--- src/rtl/uart_pkg.sv ---
// Shared types, limits and helpers for the UART receive/transmit core.
package uart_pkg;

    localparam int unsigned MIN_BIT_RATE  = 4;
    localparam int unsigned MIN_DATA_BITS = 5;
    localparam int unsigned MAX_DATA_BITS = 8;

    typedef enum logic [2:0] {
        RX_IDLE      = 3'd0,
        RX_START     = 3'd1,
        RX_DATA      = 3'd2,
        RX_PARITY    = 3'd3,
        RX_STOP      = 3'd4,
        RX_WAIT_IDLE = 3'd5
    } rx_state_e;

    typedef enum logic [2:0] {
        TX_IDLE   = 3'd0,
        TX_START  = 3'd1,
        TX_DATA   = 3'd2,
        TX_PARITY = 3'd3,
        TX_STOP   = 3'd4
    } tx_state_e;

    function automatic logic [15:0] clamp_rate(input logic [15:0] rate);
        return (rate < 16'(MIN_BIT_RATE)) ? 16'(MIN_BIT_RATE) : rate;
    endfunction

    function automatic logic [3:0] clamp_bits(input logic [3:0] nbits);
        if (nbits < 4'(MIN_DATA_BITS)) return 4'(MIN_DATA_BITS);
        if (nbits > 4'(MAX_DATA_BITS)) return 4'(MAX_DATA_BITS);
        return nbits;
    endfunction

    // XOR of the low nbits data bits, inverted for odd parity.
    function automatic logic calc_parity(input logic [7:0] data, input logic [3:0] nbits,
                                         input logic odd);
        logic p;
        p = odd;
        for (int i = 0; i < 8; i++) begin
            if (i < int'(nbits)) p = p ^ data[i];
        end
        return p;
    endfunction

endpackage

--- src/rtl/uart_txrx_core_bit_timer.sv ---
// Bit-period down-counter: reload with a full or half period, tick on zero, auto-reload full.
module uart_bit_timer (
    input  logic        clk_i,
    input  logic        rst_i,
    input  logic        load_i,
    input  logic        half_i,
    input  logic        en_i,
    input  logic [15:0] period_i,
    output logic        tick_o
);

    logic [15:0] cnt_q, cnt_d;

    assign tick_o = en_i && (cnt_q == 16'd0);

    always_comb begin
        cnt_d = cnt_q;
        if (load_i) begin
            cnt_d = half_i ? ((period_i >> 1) - 16'd1) : (period_i - 16'd1);
        end else if (en_i) begin
            cnt_d = (cnt_q == 16'd0) ? (period_i - 16'd1) : (cnt_q - 16'd1);
        end
    end

    always_ff @(posedge clk_i) begin
        if (rst_i) cnt_q <= 16'd0;
        else       cnt_q <= cnt_d;
    end

endmodule

--- src/rtl/uart_txrx_core.sv ---
// Full-duplex UART engine with runtime frame format.
// Parity support is compiled in only when UART_PARITY_EN is defined.
module uart_txrx_core
    import uart_pkg::*;
(
    input  logic        clk,
    input  logic        reset_n,
    input  logic [15:0] bit_rate,
    input  logic [3:0]  data_bits,
    input  logic [1:0]  stop_bits,
    input  logic        parity_bit,
    input  logic        parity_enabled,
    input  logic        parity_accept_errors,
    input  logic        rxd,
    output logic        rxd_syn,
    output logic [7:0]  rxd_data,
    input  logic        rxd_ack,
    output logic [2:0]  rxd_state,
    output logic        txd,
    input  logic        txd_syn,
    input  logic [7:0]  txd_data,
    output logic        txd_ack
);

    // reset_n is active-high despite its name.
    logic rst;
    assign rst = reset_n;

    logic        par_en_in, par_odd_in, par_accept_in;
    logic [15:0] rate_in;
    logic [3:0]  nbits_in;

    assign rate_in  = clamp_rate(bit_rate);
    assign nbits_in = clamp_bits(data_bits);

`ifdef UART_PARITY_EN
    assign par_en_in     = parity_enabled;
    assign par_odd_in    = parity_bit;
    assign par_accept_in = parity_accept_errors;
`else
    logic unused_parity_cfg;
    assign unused_parity_cfg = ^{parity_enabled, parity_bit, parity_accept_errors};
    assign par_en_in     = 1'b0;
    assign par_odd_in    = 1'b0;
    assign par_accept_in = 1'b0;
`endif

    // ---------------- receiver ----------------
    rx_state_e   rx_state_q, rx_state_d;
    logic        rx_sync1_q, rx_sync2_q, rx_prev_q;
    logic [15:0] rx_rate_q, rx_rate_d;
    logic [3:0]  rx_nbits_q, rx_nbits_d;
    logic        rx_par_en_q, rx_par_en_d, rx_par_odd_q, rx_par_odd_d;
    logic        rx_accept_q, rx_accept_d, rx_par_bad_q, rx_par_bad_d;
    logic [2:0]  rx_cnt_q, rx_cnt_d;
    logic [7:0]  rx_shift_q, rx_shift_d, rxd_data_q, rxd_data_d;
    logic        rxd_syn_q, rxd_syn_d;
    logic        rx_load, rx_half, rx_en, rx_tick, rx_fall;
    logic [15:0] rx_period;

    assign rx_fall   = rx_prev_q & ~rx_sync2_q;
    assign rx_en     = (rx_state_q != RX_IDLE) && (rx_state_q != RX_WAIT_IDLE);
    assign rx_period = (rx_state_q == RX_IDLE) ? rate_in : rx_rate_q;

    uart_bit_timer u_rx_timer (
        .clk_i    (clk),
        .rst_i    (rst),
        .load_i   (rx_load),
        .half_i   (rx_half),
        .en_i     (rx_en),
        .period_i (rx_period),
        .tick_o   (rx_tick)
    );

    always_comb begin
        rx_state_d   = rx_state_q;
        rx_rate_d    = rx_rate_q;
        rx_nbits_d   = rx_nbits_q;
        rx_par_en_d  = rx_par_en_q;
        rx_par_odd_d = rx_par_odd_q;
        rx_accept_d  = rx_accept_q;
        rx_par_bad_d = rx_par_bad_q;
        rx_cnt_d     = rx_cnt_q;
        rx_shift_d   = rx_shift_q;
        rxd_data_d   = rxd_data_q;
        rxd_syn_d    = rxd_syn_q & ~rxd_ack;
        rx_load      = 1'b0;
        rx_half      = 1'b0;
        case (rx_state_q)
            RX_IDLE: begin
                if (rx_fall) begin
                    rx_state_d   = RX_START;
                    rx_load      = 1'b1;
                    rx_half      = 1'b1;
                    rx_rate_d    = rate_in;
                    rx_nbits_d   = nbits_in;
                    rx_par_en_d  = par_en_in;
                    rx_par_odd_d = par_odd_in;
                    rx_accept_d  = par_accept_in;
                end
            end
            RX_START: begin
                if (rx_tick) begin
                    if (rx_sync2_q) begin
                        rx_state_d = RX_IDLE;
                    end else begin
                        rx_state_d   = RX_DATA;
                        rx_cnt_d     = 3'd0;
                        rx_shift_d   = 8'd0;
                        rx_par_bad_d = 1'b0;
                    end
                end
            end
            RX_DATA: begin
                if (rx_tick) begin
                    rx_shift_d[rx_cnt_q] = rx_sync2_q;
                    if ({1'b0, rx_cnt_q} == rx_nbits_q - 4'd1)
                        rx_state_d = rx_par_en_q ? RX_PARITY : RX_STOP;
                    else
                        rx_cnt_d = rx_cnt_q + 3'd1;
                end
            end
            RX_PARITY: begin
                if (rx_tick) begin
                    rx_par_bad_d = rx_sync2_q ^ calc_parity(rx_shift_q, rx_nbits_q, rx_par_odd_q);
                    rx_state_d   = RX_STOP;
                end
            end
            RX_STOP: begin
                if (rx_tick) begin
                    if (!rx_sync2_q) begin
                        rx_state_d = RX_WAIT_IDLE;
                    end else begin
                        rx_state_d = RX_IDLE;
                        // A new byte wins over a same-cycle ack and overwrites unread data.
                        if (!rx_par_bad_q || rx_accept_q) begin
                            rxd_data_d = rx_shift_q;
                            rxd_syn_d  = 1'b1;
                        end
                    end
                end
            end
            RX_WAIT_IDLE: begin
                if (rx_sync2_q) rx_state_d = RX_IDLE;
            end
            default: rx_state_d = RX_IDLE;
        endcase
    end

    always_ff @(posedge clk) begin
        if (rst) begin
            rx_sync1_q   <= 1'b1;
            rx_sync2_q   <= 1'b1;
            rx_prev_q    <= 1'b1;
            rx_state_q   <= RX_IDLE;
            rx_rate_q    <= 16'(MIN_BIT_RATE);
            rx_nbits_q   <= 4'(MAX_DATA_BITS);
            rx_par_en_q  <= 1'b0;
            rx_par_odd_q <= 1'b0;
            rx_accept_q  <= 1'b0;
            rx_par_bad_q <= 1'b0;
            rx_cnt_q     <= 3'd0;
            rx_shift_q   <= 8'd0;
            rxd_data_q   <= 8'd0;
            rxd_syn_q    <= 1'b0;
        end else begin
            rx_sync1_q   <= rxd;
            rx_sync2_q   <= rx_sync1_q;
            rx_prev_q    <= rx_sync2_q;
            rx_state_q   <= rx_state_d;
            rx_rate_q    <= rx_rate_d;
            rx_nbits_q   <= rx_nbits_d;
            rx_par_en_q  <= rx_par_en_d;
            rx_par_odd_q <= rx_par_odd_d;
            rx_accept_q  <= rx_accept_d;
            rx_par_bad_q <= rx_par_bad_d;
            rx_cnt_q     <= rx_cnt_d;
            rx_shift_q   <= rx_shift_d;
            rxd_data_q   <= rxd_data_d;
            rxd_syn_q    <= rxd_syn_d;
        end
    end

    assign rxd_syn   = rxd_syn_q;
    assign rxd_data  = rxd_data_q;
    assign rxd_state = rx_state_q;

    // ---------------- transmitter ----------------
    tx_state_e   tx_state_q, tx_state_d;
    logic [15:0] tx_rate_q, tx_rate_d;
    logic [3:0]  tx_nbits_q, tx_nbits_d;
    logic        tx_par_en_q, tx_par_en_d, tx_par_q, tx_par_d;
    logic        tx_two_stop_q, tx_two_stop_d, tx_stop_cnt_q, tx_stop_cnt_d;
    logic [2:0]  tx_cnt_q, tx_cnt_d;
    logic [7:0]  tx_data_q, tx_data_d;
    logic        tx_tick, tx_en, tx_accept, tx_last_stop;
    logic [15:0] tx_period;

    assign tx_last_stop = (tx_stop_cnt_q == tx_two_stop_q);
    // Accepting on the final stop tick keeps back-to-back frames gapless.
    assign tx_accept    = ~rst & txd_syn &
                          ((tx_state_q == TX_IDLE) ||
                           ((tx_state_q == TX_STOP) && tx_tick && tx_last_stop));
    assign tx_en        = (tx_state_q != TX_IDLE);
    assign tx_period    = tx_accept ? rate_in : tx_rate_q;

    uart_bit_timer u_tx_timer (
        .clk_i    (clk),
        .rst_i    (rst),
        .load_i   (tx_accept),
        .half_i   (1'b0),
        .en_i     (tx_en),
        .period_i (tx_period),
        .tick_o   (tx_tick)
    );

    always_comb begin
        tx_state_d    = tx_state_q;
        tx_rate_d     = tx_rate_q;
        tx_nbits_d    = tx_nbits_q;
        tx_par_en_d   = tx_par_en_q;
        tx_par_d      = tx_par_q;
        tx_two_stop_d = tx_two_stop_q;
        tx_stop_cnt_d = tx_stop_cnt_q;
        tx_cnt_d      = tx_cnt_q;
        tx_data_d     = tx_data_q;
        case (tx_state_q)
            TX_START: begin
                if (tx_tick) begin
                    tx_state_d = TX_DATA;
                    tx_cnt_d   = 3'd0;
                end
            end
            TX_DATA: begin
                if (tx_tick) begin
                    if ({1'b0, tx_cnt_q} == tx_nbits_q - 4'd1) begin
                        tx_state_d    = tx_par_en_q ? TX_PARITY : TX_STOP;
                        tx_stop_cnt_d = 1'b0;
                    end else begin
                        tx_cnt_d = tx_cnt_q + 3'd1;
                    end
                end
            end
            TX_PARITY: begin
                if (tx_tick) begin
                    tx_state_d    = TX_STOP;
                    tx_stop_cnt_d = 1'b0;
                end
            end
            TX_STOP: begin
                if (tx_tick) begin
                    if (tx_last_stop) tx_state_d = TX_IDLE;
                    else              tx_stop_cnt_d = 1'b1;
                end
            end
            default: tx_state_d = TX_IDLE;
        endcase
        if (tx_accept) begin
            tx_state_d    = TX_START;
            tx_rate_d     = rate_in;
            tx_nbits_d    = nbits_in;
            tx_par_en_d   = par_en_in;
            tx_par_d      = calc_parity(txd_data, nbits_in, par_odd_in);
            tx_two_stop_d = stop_bits[1];
            tx_data_d     = txd_data;
        end
    end

    always_ff @(posedge clk) begin
        if (rst) begin
            tx_state_q    <= TX_IDLE;
            tx_rate_q     <= 16'(MIN_BIT_RATE);
            tx_nbits_q    <= 4'(MAX_DATA_BITS);
            tx_par_en_q   <= 1'b0;
            tx_par_q      <= 1'b0;
            tx_two_stop_q <= 1'b0;
            tx_stop_cnt_q <= 1'b0;
            tx_cnt_q      <= 3'd0;
            tx_data_q     <= 8'd0;
        end else begin
            tx_state_q    <= tx_state_d;
            tx_rate_q     <= tx_rate_d;
            tx_nbits_q    <= tx_nbits_d;
            tx_par_en_q   <= tx_par_en_d;
            tx_par_q      <= tx_par_d;
            tx_two_stop_q <= tx_two_stop_d;
            tx_stop_cnt_q <= tx_stop_cnt_d;
            tx_cnt_q      <= tx_cnt_d;
            tx_data_q     <= tx_data_d;
        end
    end

    always_comb begin
        txd = 1'b1;
        case (tx_state_q)
            TX_START:  txd = 1'b0;
            TX_DATA:   txd = tx_data_q[tx_cnt_q];
            TX_PARITY: txd = tx_par_q;
            default:   txd = 1'b1;
        endcase
    end

    assign txd_ack = tx_accept;

endmodule

--- config.mk ---
export PLATFORM = sky130hd
export DESIGN_NAME = uart_txrx_core
export DESIGN_NICKNAME = d
export VERILOG_FILES = /design/src/rtl/uart_pkg.sv /design/src/rtl/uart_txrx_core_bit_timer.sv /design/src/rtl/uart_txrx_core.sv
export SDC_FILE = /design/constraint.sdc
export NUM_CORES = 1
export LEC_CHECK = 0
export CAP_MARGIN = 20
export CORE_MARGIN = 5
export CORE_UTILIZATION = 59
export CTS_CLUSTER_DIAMETER = 40
export DETAILED_ROUTE_END_ITERATION = 8
export GPL_TIMING_DRIVEN = 1
export MAX_ROUTING_LAYER = met4
export PLACE_DENSITY = 0.9
export SYNTH_ARGS = -nofsm -noshare
export SYNTH_HDL_FRONTEND = slang
export SYNTH_SLANG_ARGS = --single-unit
export TNS_END_PERCENT = 10
--- constraint.sdc ---
create_clock -name clk -period 4 [get_ports clk]
set_input_delay 0.6 -clock clk [delete_from_list [all_inputs] [get_ports clk]]
set_output_delay 0.6 -clock clk [all_outputs]
set_load 0.05 [all_outputs]
## Word-level counts from Yosys, hierarchy flattened

Index checks and enable logic that the tools add are counted.

| storage, ports and cells | value |
|---|---|
| logic and storage cells | 250 |
| register bits after elaboration | 116 |

| cells by class | value |
|---|---|
| mux-type cells | 108 |
| eq/ne operators | 36 |
| add/subtract/negate cells | 9 |
| reduce and logical (&&, ||, !) cells | 31 |
| bitwise operators | 22 |
| magnitude comparators | 22 |

Operators by type and width:

| cell | count |
|---|---|
| 16-bit 2-to-1 mux | 9 |
| 16-bit by 1-bit subtractor with 16-bit output, second input constant | 4 |
| 3-bit 2-to-1 mux | 21 |
| 1-bit 2-to-1 mux | 59 |
| 2-bit != test, second input constant | 17 |
| 16-bit zero test | 2 |
| 3-bit by 4-bit less-than comparator with 1-bit output, first input constant | 8 |
| 8-bit 2-to-1 mux | 3 |
| 3-bit != test, second input constant | 7 |
| 3-bit one-hot mux with 6 select lines | 1 |
| 6-bit AND reduction | 3 |
| 1-bit by 4-bit less-than comparator with 1-bit output, first input constant | 4 |
| 16-bit by 3-bit less-than comparator with 1-bit output, second input constant | 1 |
| 2-bit by 4-bit less-than comparator with 1-bit output, first input constant | 4 |
| 4-bit 2-to-1 mux | 4 |
| 8-bit one-hot mux with 2 select lines | 1 |
| 4-bit AND reduction | 4 |
| 15-bit by 1-bit subtractor with 16-bit output, second input constant | 1 |
| 1-bit XOR | 15 |
| 3-bit by 2-bit equality test with 1-bit output, second input constant | 4 |
| 3-bit one-hot mux with 2 select lines | 2 |
| 3-bit one-hot mux with 4 select lines | 1 |
| 2-bit nonzero test | 5 |
| 3-bit equality test, second input constant | 3 |
| 26 further kinds | 45 |

## Longest topological paths before layout

| logic depth | value |
|---|---|
| depth in word-level cells | 36 |
| mapped depth | 18 |
| gate-level depth less buffers | 15 |

## Hierarchy

From an unflattened synthesis, not the netlist that was laid out.

| second synthesis, totals | value |
|---|---|
| cell total of the unflattened synthesis | 1055 |
| area, all modules | 8186.6 um^2 |

Modules (own cells, without submodules):

| module | seq. area each (um^2) | times used | cells each | area each (um^2) |
|---|---|---|---|---|
| uart_txrx_core | 1681.6 | 1 | 499 | 4202.8 |
| uart_bit_timer at u_tx_timer | 320.3 | 1 | 279 | 2048.2 |
| uart_bit_timer at u_rx_timer | 320.3 | 1 | 277 | 1935.6 |

## Least setup slack after synthesis

No wires, ideal clock.

| path | value |
|---|---|
| path type | register -> register |
| start point | register u_tx_timer.cnt_q[6] |
| end point | register u_tx_timer.cnt_q[6] |
| setup time | 70 ps |
| arrival time | 3069 ps |
| path slack | 860 ps |
| stages on the path, launching flop included | 15 |
| data required time | 3930 ps |
| path through | dfxtp_1 > or4_4 > nor4_2 > nand4_1 > a21o_1 > buf_6 > clkbuf_1 > a21oi_1 > ha_1 > buf_2 > nand3_1 > or3_1 > a31oi_1 > nand2_1 > a21oi_1 |

| on the way | value |
|---|---|
| longest elaborated chain between the ends | 11 |
| elaborated cells between the ends (all ways) | 13 |
| those cells by class | 2 x add/sub; 4 x mux; 1 x bitwise; 6 x reduce/logical |

Ends and longest elaborated chain:

| what | RTL line | text |
|---|---|---|
| start: declaration | uart_txrx_core_bit_timer.sv:12 | `logic [15:0] cnt_q, cnt_d;` |
| start signal: assignment | uart_txrx_core_bit_timer.sv:27 | `else cnt_q <= cnt_d;` |
| 16-bit zero test | uart_txrx_core_bit_timer.sv:14, uart_txrx_core_bit_timer.sv:21 |  |
| 1-bit logical AND | uart_txrx_core_bit_timer.sv:14 | `assign tick_o = en_i && (cnt_q == 16'd0);` |
| 1-bit logical AND (2 in series) | uart_txrx_core.sv:203 | `((tx_state_q == TX_STOP) && tx_tick && tx_last_stop));` |
| 1-bit logical OR | uart_txrx_core.sv:202 | `((tx_state_q == TX_IDLE) \|\|` |
| 1-bit AND | uart_txrx_core.sv:201 | `assign tx_accept = ~rst & txd_syn &` |
| 16-bit 2-to-1 mux | -- |  |
| 16-bit by 1-bit subtractor with 16-bit output | uart_txrx_core_bit_timer.sv:19, uart_txrx_core_bit_timer.sv:21 |  |
| 16-bit 2-to-1 mux | uart_txrx_core_bit_timer.sv:21 | `cnt_d = (cnt_q == 16'd0) ? (period_i - 16'd1) : (cnt_q - 16'd1);` |
| 16-bit 2-to-1 mux | uart_txrx_core_bit_timer.sv:20 | `end else if (en_i) begin` |
| 16-bit 2-to-1 mux | uart_txrx_core_bit_timer.sv:18 | `if (load_i) begin` |

Parallel ways exist; a longest one is shown, timed or not. The select of a mux whose other input is x is not followed.
A chain may end at the register's enable or synchronous reset.

## Worst setup path in the final report

| path | value |
|---|---|
| start point | input bit_rate[10] |
| end point | register u_rx_timer.cnt_q[14] |

| on the way | value |
|---|---|
| longest elaborated chain between the ends | 7 |
| elaborated cells between the ends (all ways) | 8 |
| those cells by class | 2 x add/sub; 1 x order compare; 5 x mux |

Ends and longest elaborated chain:

| what | RTL line | text |
|---|---|---|
| start: declaration | uart_txrx_core.sv:8 | `input logic [15:0] bit_rate,` |
| 16-bit by 3-bit less-than comparator with 1-bit output | uart_pkg.sv:26 | `return (rate < 16'(MIN_BIT_RATE)) ? 16'(MIN_BIT_RATE) : rate;` |
| 16-bit 2-to-1 mux * | uart_pkg.sv:26 |  |
| 16-bit 2-to-1 mux * | uart_txrx_core.sv:63 | `assign rx_period = (rx_state_q == RX_IDLE) ? rate_in : rx_rate_q;` |
| 16-bit by 1-bit subtractor with 16-bit output | uart_txrx_core_bit_timer.sv:19, uart_txrx_core_bit_timer.sv:21 |  |
| 16-bit 2-to-1 mux | uart_txrx_core_bit_timer.sv:21 |  |
| 16-bit 2-to-1 mux | uart_txrx_core_bit_timer.sv:20 |  |
| 16-bit 2-to-1 mux * | uart_txrx_core_bit_timer.sv:18 |  |
| end signal: assignment | uart_txrx_core_bit_timer.sv:27 |  |
| end: declaration | uart_txrx_core_bit_timer.sv:12 |  |

Every way passes the cells marked *; elsewhere a longest branch is shown, timed or not. The select of a mux whose other input is x is not followed.

==> out/qor.yml <==
status: "complete, no violations"
cp_slowest_cell: "clkdlybuf4s50_1"
netlist_instances: 888
crit_arrival_ns: 3.85
p_switching_mw: 1.926
clock-sinks: 116
grt_setup_unrepaired: "no"
die-area_sq_mm: 0.01384
io_buffers: 47
wirelength_mm: 17.83
drt_iter0_markers: 904
grt_first_pass_wirelength_mm: 29.39
slew_headroom_pct: 29.99
hold_path_class: "flip-flop to flip-flop"
p_int_mw: 2.990
synthArstFlopShare_pct: 0
ys.flop_type: "dfxtp_1"
synth_top_cell_by_area: "dfxtp_1"
row_count: 39
yosysMostFrequentCell: "nand2_1"
start_util_pct: 60.11
endpoint_kind: "flip-flop"
antenna_found_initial: 0
finClkSkew_ns: 0.007159
fin_crit_sh_pct: 88.18
synth_edf_count: 0
clock_path_buffers: 2
syn_nets: 936
ys_warn_count: 0
hold_viol_final: 0
critPathMaxFanout: 6
antennaDiodeCount: 0
drive_gt1_share_pct: 8.190
die_h_um: 117.6
yosys-top-cells-area: "dfxtp_1, nand2_1, a21oi_1"
cts-root-buf: "clkbuf_16"
antenna_left: 0
vias: 6634
syn_to_final_growth_pct: 15.53
cts_tree: "yes"
finish.instance_area_sq_mm: 0.007895
seqPwrFrac_pct: 31.2
post-cts-setup-buffers: 0
crit_required_ns: 4.33
pwr-share-comb_pct: 41.8
cts_max_level: 4
critPathLaunchType: "primary input"
place.gp.congestion: 0.9295
dpl_cell_area_sq_mm: 0.007383
synth_seq_cells: 116
cts_hold_buffers: 0
first_pass_iters: 5
cp_top_family: "simple AND/OR/NAND/NOR gates"
synth_commonest_cells: "nand2_1, dfxtp_1, nor2_1"
power.leakage_nw: 3.031
synth_area_sq_mm: 0.006834
grt_max_degree: 88
powerDensity_mw_per_mm2: 622.7
cts_inserted_buffers: 17
clk_pin_slew_ns: 0.05
drv_slew: 0
cp_num_buf_inv: 1
netlist.area_leader.share_pct: 33.98
pin_count: 52
wl_per_cell_um: 16.65
grt_pass1_vias: 6071
grt-ovfl-total: 0
path_class: "primary input to flip-flop"
cpPeakStageDelay_ns: 0.54
netSwitchingFraction_pct: 39.17
viasPerCell: 6.194
fmax_mhz: 283.5
nets: 965
power_frac_clock_pct: 27.0
dp_hpwl_mm: 11.99
post_cts_resized: 0
worst_pin_slew_ns: 1.050
ir_drop_mv: 0.5804
finalSetupTns_ns: 0
maxCapViolations: 0
grt_usage_pct: 25.78
die_w_um: 117.6
ys_seq_area_share_pct: 33.98
avgSynthCellArea_sq_um: 7.696
min_period_ns: 3.527
num-fill-cells: 843
drcViolationCount: 0
core_area_sq_mm: 0.01137
ys_types: 77
setup_violations: 0
clk_latency_ns: 0.42
crit_chain: "clkdlybuf4s50_1 -> nor4_1 -> and4b_1 -> a21boi_1 -> a211o_1 -> nand3_1 -> ha_1 -> nor4b_4 -> nor3b_1 -> xor2_1 -> a211oi_1"
[cells by family (layout without fill, tap and decap cells)]
logic type | after synthesis | after routing | synth area share (%)
buffers and inverters | 78 | 118 | 4.870
AND/OR/NAND/NOR | 363 | 363 | 25.87
multiplexers | 37 | 37 | 5.895
flip-flops | 116 | 116 | 33.98
AO/OA/AOI/OAI | 232 | 232 | 20.89
XOR/XNOR | 52 | 52 | 6.664
adder cells (fa/ha/maj) | 10 | 10 | 1.831
[registers in the layout (all words and copies together), names as in the netlist]
name,count
tx_cnt_q,3
rxd_state,3
tx_data_q,8
rx_sync1_q,1
rxd_syn,1
tx_two_stop_q,1
tx_par_q,1
tx_rate_q,16
tx_state_q,3
rx_cnt_q,3
rx_nbits_q,4
u_tx_timer.cnt_q,16
tx_stop_cnt_q,1
rx_prev_q,1
u_rx_timer.cnt_q,16
rx_rate_q,16
tx_nbits_q,4
rx_par_bad_q,1
rxd_data,8
rx_sync2_q,1
rx_shift_q,8
[through the flow]
step	cells	power [mW]	hold slack [ns]	util [%]	setup slack, ns
floorplan	888	3.096	0.3895	-	0.8605
global placement	1041	3.481	0.4007	64.94	0.3024
detailed placement	1041	3.538	0.3989	64.94	0.1527
CTS	1071	4.873	0.4116	69.44	0.5726
global route	1071	5.203	0.4325	69.44	0.2340
finish	1071	4.916	0.4083	69.44	0.4729
[power groups by stage]
| stage | clock, mW | sequential, mW | combinational, mW |
|---|---|---|---|
| 2_1_floorplan | 0 | 1.49 | 1.61 |
| 3_3_place_gp | 0 | 1.54 | 1.94 |
| 3_5_place_dp | 0 | 1.55 | 1.99 |
| 4_1_cts | 1.33 | 1.52 | 2.02 |
| 5_1_grt | 1.39 | 1.56 | 2.25 |
| 6_report | 1.33 | 1.53 | 2.05 |
[worst paths after layout]
kind	startpoint	to	slack (ns)	cells after the start
max	bit_rate[10]	u_rx_timer.cnt_q[14]	0.47	11
min	rx_sync1_q	rx_sync2_q	0.41	1
max reg2reg	rxd_state[0]	u_rx_timer.cnt_q[14]	0.52	9
min reg2reg	rx_sync1_q	rx_sync2_q	0.41	1
[routing by layer]
| layer | wire (um) | track usage, % | vias to the layer above |
|---|---|---|---|
| met3 | 1354 | 6.103 | 36 |
| met5 | 0 | - | - |
| met2 | 8227 | 38.47 | 289 |
| met1 | 7852 | 33.83 | 3090 |
| met4 | 400 | 10.18 | 0 |
| li1 | - | - | 3219 |
[cell usage in the layout (no fill, tap or decap), types with 30 or more instances in the layout]
cell type	Yosys	layout
xnor2_1	36	36
o21ai_0	49	49
nor3_1	30	30
nor2_1	93	93
mux2i_1	32	32
clkdlybuf4s50_1	0	45
nand2_1	121	121
dfxtp_1	116	116
a21oi_1	87	87
nand3_1	32	32
[worst register-to-register path, cell delays in order, from the launching register on]
cell	delay, ns
dfxtp_1	0.49
nor3_2	0.69
buf_4	0.34
mux2i_1	0.43
o21bai_1	0.10
a21boi_0	0.47
nand4_1	0.22
nor3b_1	0.29
xor2_1	0.11
a211oi_1	0.24
[cell type report]
type / instances / area, sq um / area share (%)
Tap cell: 143 / 178.9 / 2.266
Inverter: 20 / 76.32 / 0.9667
Sequential cell: 116 / 2322 / 29.41
Clock buffer: 24 / 481.7 / 6.101
Clock inverter: 6 / 30.03 / 0.3803
Multi-Input combinational cell: 694 / 4185 / 53.01
Timing Repair Buffer: 68 / 620.6 / 7.861
(Power assumes the default switching activity.)
